## src/rtl/dm_access_pkg.sv

```systemverilog
// Shared encodings for the data-memory access unit: size codes, FSM states and
// the alignment rule that decides whether an access is rejected up front.
package dm_access_pkg;

  typedef logic [1:0] size_t;

  localparam size_t SZ_BYTE = 2'b00;
  localparam size_t SZ_HALF = 2'b01;
  localparam size_t SZ_WORD = 2'b10;
  localparam size_t SZ_ILL  = 2'b11;

  typedef enum logic [1:0] {
    IDLE = 2'b00,
    RD   = 2'b01,
    WR   = 2'b10,
    RESP = 2'b11
  } state_e;

  // An access is rejected when its size is illegal or it is not naturally aligned.
  function automatic logic is_bad_access(input size_t size, input logic [1:0] offset);
    case (size)
      SZ_BYTE: is_bad_access = 1'b0;
      SZ_HALF: is_bad_access = offset[0];
      SZ_WORD: is_bad_access = (offset != 2'b00);
      default: is_bad_access = 1'b1;
    endcase
  endfunction

endpackage

```

## src/rtl/dm_lane.sv

```systemverilog
// Little-endian lane helper: extracts a byte/half/word from a dm word (with
// optional sign extension) and merges right-aligned store data into a dm word.
module dm_lane
  import dm_access_pkg::*;
(
  input  logic [31:0] word,
  input  logic [31:0] data,
  input  logic [1:0]  offset,
  input  size_t       size,
  input  logic        sign_ext,
  output logic [31:0] extracted,
  output logic [31:0] merged
);

  logic [7:0]  byte_sel;
  logic [15:0] half_sel;

  assign byte_sel = word[{offset, 3'b000} +: 8];
  assign half_sel = offset[1] ? word[31:16] : word[15:0];

  always_comb begin
    // NOTE: both outputs get a default before the case so no path leaves them unassigned (no latch).
    extracted = word;
    merged    = word;
    case (size)
      SZ_BYTE: begin
        extracted = {{24{sign_ext & byte_sel[7]}}, byte_sel};
        merged[{offset, 3'b000} +: 8] = data[7:0];
      end
      SZ_HALF: begin
        extracted = {{16{sign_ext & half_sel[15]}}, half_sel};
        if (offset[1]) merged[31:16] = data[15:0];
        else           merged[15:0]  = data[15:0];
      end
      default: begin
        extracted = word;
        merged    = data;
      end
    endcase
  end

endmodule

```

## src/rtl/dm_access_unit.sv

```systemverilog
// CPU-side data-memory access unit: converts byte/half/word loads and stores into
// word-only dm accesses, using read-modify-write for sub-word stores.
module dm_access_unit
  import dm_access_pkg::*;
#(
  parameter int ADDR_W = 10
) (
  input  logic              clk,
  input  logic              reset,
  input  logic              req,
  input  logic              we,
  input  logic [1:0]        size,
  input  logic              sign_ext,
  input  logic [31:0]       addr,
  input  logic [31:0]       wdata,
  output logic              busy,
  output logic              done,
  output logic              err,
  output logic [31:0]       rdata,
  output logic [ADDR_W-1:0] dm_addr,
  output logic [31:0]       dm_wdata,
  output logic              dm_MemWrite,
  output logic              dm_MemRead,
  input  logic [31:0]       dm_rdata
);

  state_e      state;
  logic        we_q;
  size_t       size_q;
  logic        sign_q;
  logic [1:0]  off_q;
  logic [31:0] wdata_q;
  logic        err_q;
  logic [31:0] merge_q;

  logic [31:0] lane_word;
  logic [31:0] lane_extracted;
  logic [31:0] lane_merged;
  logic        unused_addr_hi;

  // Bytes above the dm window are deliberately dropped so addresses wrap.
  assign unused_addr_hi = ^addr[31:ADDR_W+2];

  // In RD the lane logic works on live dm data; in WR it works on the captured word.
  assign lane_word = dm_MemRead ? dm_rdata : merge_q;

  dm_lane u_lane (
    .word      (lane_word),
    .data      (wdata_q),
    .offset    (off_q),
    .size      (size_q),
    .sign_ext  (sign_q),
    .extracted (lane_extracted),
    .merged    (lane_merged)
  );

  // Strobes decode straight from state so an asynchronous reset drops them at once.
  assign dm_MemRead  = (state == RD);
  assign dm_MemWrite = (state == WR);
  assign dm_wdata    = dm_MemWrite ? lane_merged : 32'h0;
  assign busy        = (state != IDLE);
  assign done        = (state == RESP);
  assign err         = done & err_q;

  always_ff @(posedge clk or negedge reset) begin
    if (!reset) begin
      state   <= IDLE;
      we_q    <= 1'b0;
      size_q  <= SZ_BYTE;
      sign_q  <= 1'b0;
      off_q   <= 2'b00;
      wdata_q <= 32'h0;
      err_q   <= 1'b0;
      merge_q <= 32'h0;
      rdata   <= 32'h0;
      dm_addr <= '0;
    end else begin
      // NOTE: all state here uses non-blocking assignment so every register samples pre-edge values.
      case (state)
        IDLE: begin
          if (req) begin
            we_q    <= we;
            size_q  <= size;
            sign_q  <= sign_ext;
            off_q   <= addr[1:0];
            wdata_q <= wdata;
            dm_addr <= addr[ADDR_W+1:2];
            if (is_bad_access(size, addr[1:0])) begin
              err_q <= 1'b1;
              state <= RESP;
            end else begin
              err_q <= 1'b0;
              state <= (we && size == SZ_WORD) ? WR : RD;
            end
          end
        end
        RD: begin
          if (we_q) begin
            merge_q <= dm_rdata;
            state   <= WR;
          end else begin
            rdata <= lane_extracted;
            state <= RESP;
          end
        end
        WR:      state <= RESP;
        RESP:    state <= IDLE;
        default: state <= IDLE;
      endcase
    end
  end

endmodule

```

## config.mk

```make
export PLATFORM = sky130hd
export DESIGN_NAME = dm_access_unit
export DESIGN_NICKNAME = d
export VERILOG_FILES = /design/src/rtl/dm_access_pkg.sv /design/src/rtl/dm_lane.sv /design/src/rtl/dm_access_unit.sv
export SDC_FILE = /design/constraint.sdc
export NUM_CORES = 1
export LEC_CHECK = 0
export ABC_AREA = 1
export ABC_CLOCK_PERIOD_IN_PS = 6480
export BUFFER_PORTS_ARGS = -buffer_cell sky130_fd_sc_hd__buf_4
export CAP_MARGIN = 25
export CORE_ASPECT_RATIO = 0.8
export CORE_MARGIN = 5
export CORE_UTILIZATION = 58
export DETAILED_ROUTE_END_ITERATION = 10
export PLACE_DENSITY_LB_ADDON = 0.05
export SLEW_MARGIN = 15
export SYNTH_ARGS = -nofsm -noshare
export SYNTH_HDL_FRONTEND = slang
export SYNTH_SLANG_ARGS = --single-unit
```

## constraint.sdc

```tcl
create_clock -name clk -period 6.48 [get_ports clk]
set_input_delay 0.648 -clock clk [delete_from_list [all_inputs] [get_ports clk]]
set_output_delay 0.648 -clock clk [all_outputs]
set_load 0.01 [all_outputs]
```

==> results of run 1 <==
[worst reg2reg max path, delay by kind of cell, from the launching register on]
family | cells | cell delay [ns]
AND/OR/NAND/NOR | 3 | 0.83
flip-flops | 1 | 0.41
AO/OA/AOI/OAI | 1 | 0.35
buffers and inverters | 5 | 1.40
adder cells (fa/ha/maj) | 1 | 0.39
[synthesized netlist by cell type, types with 2 or more instances]
| cell | count |
|---|---|
| a21boi_0 | 4 |
| a21oi_1 | 94 |
| a221oi_1 | 3 |
| a22oi_1 | 7 |
| a31oi_1 | 4 |
| a41oi_1 | 3 |
| buf_1 | 6 |
| buf_2 | 11 |
| buf_4 | 4 |
| buf_6 | 7 |
| clkbuf_1 | 24 |
| dfrtp_1 | 115 |
| ha_1 | 10 |
| inv_1 | 101 |
| inv_2 | 5 |
| mux2_2 | 40 |
| nand2_1 | 179 |
| nand2_2 | 8 |
| nand3_1 | 47 |
| nor2_1 | 62 |
| nor2_2 | 3 |
| nor3_1 | 2 |
| nor4_1 | 2 |
| o211ai_1 | 9 |
| o21ai_0 | 65 |
| o21ai_1 | 20 |
| o21ai_2 | 11 |
| o221ai_1 | 14 |
| o22ai_1 | 3 |
| or2_1 | 2 |
| or2_2 | 17 |
[layer usage]
metal	vias up	wire [microns]	global-route usage
li1	3234	-	-
met1	3178	9000	0.421
met2	380	9970	0.450
met3	36	2350	0.0794
met4	2	436	0.0984
met5	-	14	0
[registers in the layout (all words and copies together) (netlist names)]
signal / flops
sign_q: 1
dm_addr: 10
err_q: 1
off_q: 2
merge_q: 32
rdata: 32
we_q: 1
size_q: 2
wdata_q: 32
state: 2
[power breakdown]
part | total [mW] | switching, mW | leakage [nW] | internal [mW]
clock network | 0.948 | 0.329 | 0.285 | 0.619
logic | 2.91 | 1.82 | 2.78 | 1.09
registers | 1.35 | 0.268 | 1.34 | 1.08
[worst max path at each step]
stage                  start           end  slack (ns)  depth (start not counted)
floorplan           off_q[1]  dm_wdata[19]        3.78                         11
global placement    state[1]  dm_wdata[20]        2.89                          9
detailed placement  state[1]  dm_wdata[20]        2.88                          9
CTS                 state[1]  dm_wdata[20]        2.43                          9
global route        state[1]  dm_wdata[20]        2.23                          9
finish              state[1]  dm_wdata[20]        2.32                          9
[final cells by class]
cell class | count | area share
Clock inverter | 10 | 0.0152
Tap cell | 148 | 0.0213
Clock buffer | 21 | 0.0529
Timing Repair Buffer | 169 | 0.147
Inverter | 106 | 0.0457
Multi-Input combinational cell | 617 | 0.387
Sequential cell | 115 | 0.331
[cells by family after synthesis]
logic type | count (synthesis)
fa+ha+maj | 10
simple gates | 328
compound gates | 239
flops | 115
buf+inv | 159
mux | 40
==> out/metrics.yaml, run 1 <==
synth-simple-area-share: 0.204
cp-start-kind: "flop"
path_buf_inv: 4
place_hpwl_mm: 15.4
grt_util_all_layers: 0.299
cts_tree: "built"
clk_latency_ns: 0.42
n_fill_cell: 910
yosysTopAreaCell: "dfrtp_1"
preCtsSetupSlack_ns: 2.88
dieArea_sq_um: 14200
worstReg2RegStart: "state[1]"
yosys.area.top_type_share: 0.416
yosys.area_share.adder: 0.0181
first_pass_iters: 6
slowest_stage: "o21ai_0"
synth_ff_type: "dfrtp_1"
synth_fp_nets: 1004
die_h_microns: 108
cts_hold_buf: 0
ir_drop_mv: 0.405
via_count: 6830
final_common_cell: "nand2_1"
drt-total-wl_mm: 21.8
final_cell_count_no_fill: 1186
r2r-end: "rdata[31]"
grt_pass1_wl_mm: 33.5
outcome: "finished, final reports clean"
synth_enable_flop_cells: 0
synth.area.top_cells: "dfrtp_1, nand2_1, a21oi_1"
grt_overflow: 0
skew_ns: 0.00787
syn_area_sq_um: 6920
fmax_mhz: 241
synthXorXnorAreaFrac: 0
cp_top_family: "buffers and inverters"
finish.utilization: 0.750
setup_violations: 0
worstSetupPathType: "reg -> out"
syn_inst: 891
holdCritPathClass: "in -> async"
syn_to_final_growth_pct: 25.8
ant_nets: 0
first_iter_violations: 795
worst_pin_slew_ns: 0.954
cts_root_buf: "clkbuf_16"
final_area_sq_um: 8710
cts_buffer_depth: 2
antenna_found_initial: 1
final_cell_mix: "nand2_1, buf_4, dfrtp_1, inv_1, a21oi_1"
setup_tns_ns: 0
vias_per_cell: 5.76
rr_worst_depth: 10
synth.ff_latch_count: 115
synth_compound_area_frac: 0.199
placed_area_sq_um: 8090
power_mw: 5.21
drive_gt1_frac: 0.277
ff2ff_setup_slack_ns: 2.98
wire_per_inst_microns: 18.4
worstPathArrival_ns: 3.51
post_cts_buffers: 0
post-route-period-util: 0.642
rsz0062_at_grt: "no"
fin_crit_ns: 4.16
slew_violations: 0
cellPowerDensity_nw_per_um2: 599
cts_sinks: 115
cp_slowest_stage_delay_ns: 0.80
critPathCaptureType: "output pin"
multi_input_area_sq_um: 3370
start_util: 0.596
numCtsBuffers: 17
hold_viol_final: 0
fp-row-count: 35
path_clk_slew_ns: 0.05
diodes: 0
synth_top_family_by_area: "simple AND/OR/NAND/NOR gates"
syn_area_per_cell_sq_um: 7.77
cap_violations: 0
cp.required_ns: 5.83
fin_hold_ws_ns: 0.231
crit_path_max_fanout: 50
cts.htree.levels: 4
ioPinCount: 182
synth.distinct_cells: 40
setup_ws_ns: 2.32
yosysWarnings: 0
cts_resized: 0
seqCellArea_sq_um: 2880
slew_headroom: 0.357
port-buffer-count: 161
cp_cell_sequence: "inv_1 > ha_2 > buf_4 > inv_2 > o21ai_0 > o221ai_1 > nor2_1 > nor2_1 > buf_4"
drc: 0
finish.net_count: 1139
core_sq_um: 11600
seq_area_frac_synth: 0.416
leakagePower_nw: 4.40
place.gp.congestion: 0.984
async_reset_ff_frac: 1.00
synth.area.mux_share: 0.0651
fp.dieW_microns: 132
dp_cells: 1154
grt_max_degree: 71
grt_pass1_vias: 6277
Power figures use the tool's default switching activity.
==> inputs of run 2 (changes only) <==
--- a/config.mk
+++ b/config.mk
@@ -5,13 +5,13 @@
 export SDC_FILE = /design/constraint.sdc
 export NUM_CORES = 1
 export LEC_CHECK = 0
-export ABC_AREA = 1
-export ABC_CLOCK_PERIOD_IN_PS = 6480
+export ABC_AREA = 0
+export ABC_CLOCK_PERIOD_IN_PS = 4150
 export BUFFER_PORTS_ARGS = -buffer_cell sky130_fd_sc_hd__buf_4
 export CAP_MARGIN = 25
 export CORE_ASPECT_RATIO = 0.8
 export CORE_MARGIN = 5
-export CORE_UTILIZATION = 58
+export CORE_UTILIZATION = 54
 export DETAILED_ROUTE_END_ITERATION = 10
 export PLACE_DENSITY_LB_ADDON = 0.05
 export SLEW_MARGIN = 15
==> constraint.sdc (replaced) <==
create_clock -name clk -period 4.15 [get_ports clk]
set_input_delay 0.415 -clock clk [delete_from_list [all_inputs] [get_ports clk]]
set_output_delay 0.415 -clock clk [all_outputs]
set_load 0.01 [all_outputs]
==> out/metrics.yaml, run 2 <==
outcome: "finished, final reports clean"
preCtsSetupSlack_ns: 0.984
post_cts_buffers: 0
final_cell_mix: "buf_4, dfrtp_1, mux2_2, nand2_1"
ir_drop_mv: 0.502
placed_area_sq_um: 8150
worstSetupPathType: "reg -> out"
setup_tns_ns: 0
drc: 0
synth.area.mux_share: 0.224
syn_inst: 660
final_cell_count_no_fill: 984
yosysTopAreaCell: "dfrtp_1"
leakagePower_nw: 3.86
fp.dieW_microns: 136
setup_ws_ns: 0.474
start_util: 0.557
cts_resized: 0
die_h_microns: 111
synth.distinct_cells: 54
power_mw: 8.21
synth_most_common_cell: "dfrtp_1"
synthXorXnorAreaFrac: 0
wl_met1_mm: 9.62
fmax_mhz: 272
via_count: 6292
crit_path_max_fanout: 13
cellPowerDensity_nw_per_um2: 940
synth_compound_area_frac: 0.200
grt_pass1_wl_mm: 35.3
vias_per_cell: 6.39
synth.area.top_cells: "dfrtp_1, mux2_2, mux2i_1"
syn_area_sq_um: 6880
path_buf_inv: 2
synth_enable_flop_cells: 0
clk_latency_ns: 0.41
cts_buffer_depth: 2
netlist_top_cells_count: "dfrtp_1, mux2_2, nand2_1"
dieArea_sq_um: 15100
grt_max_degree: 68
post-route-period-util: 0.886
antenna_found_initial: 0
crit_top_cell: "a211oi_1"
worstReg2RegStart: "state[1]"
slowest_stage: "nor3_1"
slew_headroom: 0.387
top_regs: "merge_q x32, rdata x32, wdata_q x32"
cp-start-kind: "flop"
drive_gt1_frac: 0.407
place_hpwl_mm: 16.3
cts_sinks: 115
synth_top_family_by_area: "multiplexers"
ff2ff_setup_slack_ns: 1.27
worst_pin_slew_ns: 0.912
synth-simple-area-share: 0.0931
cp.required_ns: 3.73
slew_violations: 0
syn_area_per_cell_sq_um: 10.4
grt_pass1_vias: 6299
async_reset_ff_frac: 1.00
yosys.area_share.adder: 0.0182
grt_util_all_layers: 0.303
route.met3.wl_mm: 2.01
numCtsBuffers: 17
place.gp.congestion: 0.920
cts.htree.levels: 4
ioPinCount: 182
cts_tree: "built"
syn_to_final_growth_pct: 26.9
cp_top_family: "simple AND/OR/NAND/NOR gates"
rr_worst_depth: 6
wire_per_inst_microns: 23.1
cp_slowest_stage_delay_ns: 0.72
yosysWarnings: 0
first_pass_iters: 5
synth_ff_type: "dfrtp_1"
yosys.area.top_type_share: 0.418
routed-wl-met2_mm: 10.5
fin_crit_ns: 3.68
holdCritPathClass: "in -> async"
port-buffer-count: 161
cp_cell_sequence: "inv_1 > ha_1 > nand2_1 > nor3_1 > a211oi_1 > a211oi_1 > buf_4"
worstPathArrival_ns: 3.26
fp-row-count: 36
fin_hold_ws_ns: 0.136
cts_root_buf: "clkbuf_16"
cap_violations: 0
setup_violations: 0
finish.utilization: 0.708
core_sq_um: 12300
hold_viol_final: 0
cts_hold_buf: 0
skew_ns: 0.00884
diodes: 0
worstSetupPathDepth: 7
grt_overflow: 0
first_iter_violations: 483
dp_cells: 954
synth.ff_latch_count: 115
seq_area_frac_synth: 0.418
rsz0062_at_grt: "no"
r2r-end: "rdata[25]"
synth_fp_nets: 773
final_common_cell: "buf_4"
drt-total-wl_mm: 22.7
final_area_sq_um: 8730
critPathCaptureType: "output pin"
ant_nets: 0
top_layer: "met4"
path_clk_slew_ns: 0.05
finish.net_count: 917
-- run 2: cell count changes after synthesis, sizes merged, moves of 11 or more --
cell | previous run | this run
inv | 106 | 15
o21ai | 96 | 44
o22ai | 3 | 14
or2 | 19 | 3
a21oi | 94 | 28
nand3 | 48 | 9
mux2 | 40 | 101
nand2 | 187 | 48
a221oi | 3 | 18
a211oi | 0 | 23
mux2i | 0 | 29
nor2 | 66 | 43
-- run 2: cell type report --
| cell class | count | area [sq um] |
|---|---|---|
| Multi-Input combinational cell | 478 | 3690 |
| Fill cell | 929 | 3610 |
| Sequential cell | 115 | 2880 |
| Timing Repair Buffer | 177 | 1350 |
| Clock buffer | 22 | 464 |
| Tap cell | 171 | 214 |
| Clock inverter | 6 | 82.6 |
| Inverter | 15 | 56.3 |
-- run 2: how the worst max path moves through the flow --
stage,slack [ns],end,from
CTS,0.52,dm_wdata[12],off_q[0]
floorplan,1.41,dm_wdata[10],off_q[1]
detailed placement,0.98,dm_wdata[12],off_q[0]
global route,0.30,dm_wdata[13],off_q[1]
finish,0.47,dm_wdata[14],off_q[1]
global placement,1.09,dm_wdata[15],off_q[0]
-- run 2: logic make-up (layout without fill, tap and decap cells) --
group                    count (synthesis)  after routing
buffers and inverters                   67            220
flip-flops                             115            115
AO/OA/AOI/OAI                          194            194
AND/OR/NAND/NOR                        139            139
multiplexers                           135            135
adder cells (fa/ha/maj)                 10             10
-- run 2: per-layer routing --
metal  track usage  vias up
li1              -     2749
met1         0.424     3108
met2         0.463      385
met3        0.0662       50
met4         0.109        0
met5             0        -
-- run 2: power by group --
| group | total [mW] | switching, mW | internal, mW |
|---|---|---|---|
| logic | 4.60 | 2.56 | 2.05 |
| clock network | 1.38 | 0.486 | 0.896 |
| registers | 2.22 | 0.523 | 1.70 |
==> inputs of run 3 (changes only) <==
--- a/config.mk
+++ b/config.mk
@@ -6,12 +6,13 @@
 export NUM_CORES = 1
 export LEC_CHECK = 0
 export ABC_AREA = 0
-export ABC_CLOCK_PERIOD_IN_PS = 4150
+export ABC_CLOCK_PERIOD_IN_PS = 3300
 export BUFFER_PORTS_ARGS = -buffer_cell sky130_fd_sc_hd__buf_4
 export CAP_MARGIN = 25
 export CORE_ASPECT_RATIO = 0.8
 export CORE_MARGIN = 5
-export CORE_UTILIZATION = 54
+export CORE_UTILIZATION = 48
+export CTS_CLUSTER_SIZE = 14
 export DETAILED_ROUTE_END_ITERATION = 10
 export PLACE_DENSITY_LB_ADDON = 0.05
 export SLEW_MARGIN = 15
==> constraint.sdc (replaced) <==
create_clock -name clk -period 3.3 [get_ports clk]
set_input_delay 0.33 -clock clk [delete_from_list [all_inputs] [get_ports clk]]
set_output_delay 0.33 -clock clk [all_outputs]
set_load 0.01 [all_outputs]
==> out/metrics.yaml, run 3 (synthesized netlist as in run 2, its figures left out) <==
outcome: "finished, final reports clean"
dieArea_sq_um: 16800
top_layer: "met4"
drive_gt1_frac: 0.412
cp-start-kind: "flop"
rr_worst_depth: 8
port-buffer-count: 161
leakagePower_nw: 3.90
route.met3.wl_mm: 2.02
cts_sinks: 115
grt_max_degree: 64
numCtsBuffers: 17
worst_pin_slew_ns: 0.855
die_h_microns: 117
fp-row-count: 39
cp.required_ns: 2.97
fp.dieW_microns: 144
final_cell_mix: "buf_4, dfrtp_1, mux2_2, nand2_1"
whs_path_depth: 2
clk_latency_ns: 0.43
diodes: 0
via_count: 6078
routed-wl-met2_mm: 10.4
drc: 0
r2r-end: "rdata[31]"
final_common_cell: "buf_4"
grt_pass1_wl_mm: 34.5
rsz0062_at_grt: "no"
cts_root_buf: "clkbuf_16"
top_regs: "merge_q x32, rdata x32, wdata_q x32"
worstPathArrival_ns: 2.76
first_iter_violations: 516
wl_met1_mm: 9.28
skew_ns: 0.00727
slew_violations: 0
ant_nets: 0
place.gp.congestion: 0.889
ir_drop_mv: 0.548
grt_pass1_vias: 6227
worstReg2RegStart: "state[1]"
crit_path_max_fanout: 33
cts_tree: "built"
cts_buffer_depth: 2
path_clk_slew_ns: 0.05
holdCritPathClass: "in -> reg"
wire_per_inst_microns: 21.9
ff2ff_setup_slack_ns: 0.67
ioPinCount: 182
cts_resized: 0
fmax_mhz: 323
grt_util_all_layers: 0.269
finish.net_count: 921
whs_endpoint: "wdata_q[4]"
finish.utilization: 0.624
core_sq_um: 14200
cts.htree.levels: 4
hold_viol_final: 0
syn_to_final_growth_pct: 28.4
slew_headroom: 0.424
critPathCaptureType: "output pin"
place_hpwl_mm: 16.3
start_util: 0.486
worstSetupPathType: "reg -> out"
cap_violations: 0
vias_per_cell: 6.05
first_pass_iters: 5
min_from: "wdata[4]"
antenna_found_initial: 0
cellPowerDensity_nw_per_um2: 1170
fin_crit_ns: 3.09
setup_tns_ns: 0
post-route-period-util: 0.937
post_cts_buffers: 0
drt-total-wl_mm: 22.0
grt_overflow: 0
setup_violations: 0
-- run 3: worst max path at each step --
stage                   from           end  depth (start not counted)  slack, ns
CTS                 state[1]  dm_wdata[25]                          8       0.19
detailed placement  state[1]  dm_wdata[25]                          8       0.65
global placement    state[1]  dm_wdata[25]                          8       0.73
floorplan           off_q[1]  dm_wdata[10]                          9       0.64
finish              state[1]  dm_wdata[12]                          8       0.21
global route        off_q[1]   dm_wdata[6]                          6       0.02
-- run 3: power by group --
group,switching (mW),internal (mW)
clock network,0.660,1.16
registers,0.677,2.14
logic,3.11,2.60
-- run 3: stage by stage --
step / std cells / area, sq um / worst slack (ns) / total power [mW] / hold slack, ns
after detailed placement: 972 / 8240 / 0.647 / 8.47 / 0.413
after global routing: 1005 / 8830 / 0.0190 / 11.0 / 0.127
after CTS: 1005 / 8830 / 0.189 / 10.3 / 0.125
final: 1005 / 8830 / 0.207 / 10.3 / 0.135
after global placement: 971 / 8220 / 0.727 / 8.31 / 0.403
after floorplan: 660 / 6880 / 0.641 / 6.39 / 0.0344
-- run 3: per-layer routing --
layer | vias to the layer above | track usage
met5 | - | 0
met2 | 289 | 0.427
met3 | 33 | 0.0613
met1 | 3002 | 0.372
met4 | 0 | 0.0828
li1 | 2754 | -
-- run 3: repair_timing --
item                       CTS  global route
setup endpoints to repair    0             0
hold endpoints to repair    52             0
hold buffers                 1             0
-- run 3: worst max-delay path: stages, from the launching register on --
cell      delay [ns]
dfrtp_1         0.41
inv_1           0.12
ha_2            0.41
buf_12          0.26
mux2i_1         0.50
nor2_1          0.08
a211oi_1        0.25
a211oi_1        0.10
buf_4           0.21
-- run 3: area by class of cell --
class	instances	area (sq um)
clock buffer	23	478
clock inverter	9	104
fill	1208	5320
inverter	15	56.3
multi-input combinational	478	3690
sequential	115	2880
tap	184	230
timing repair buffer	181	1400
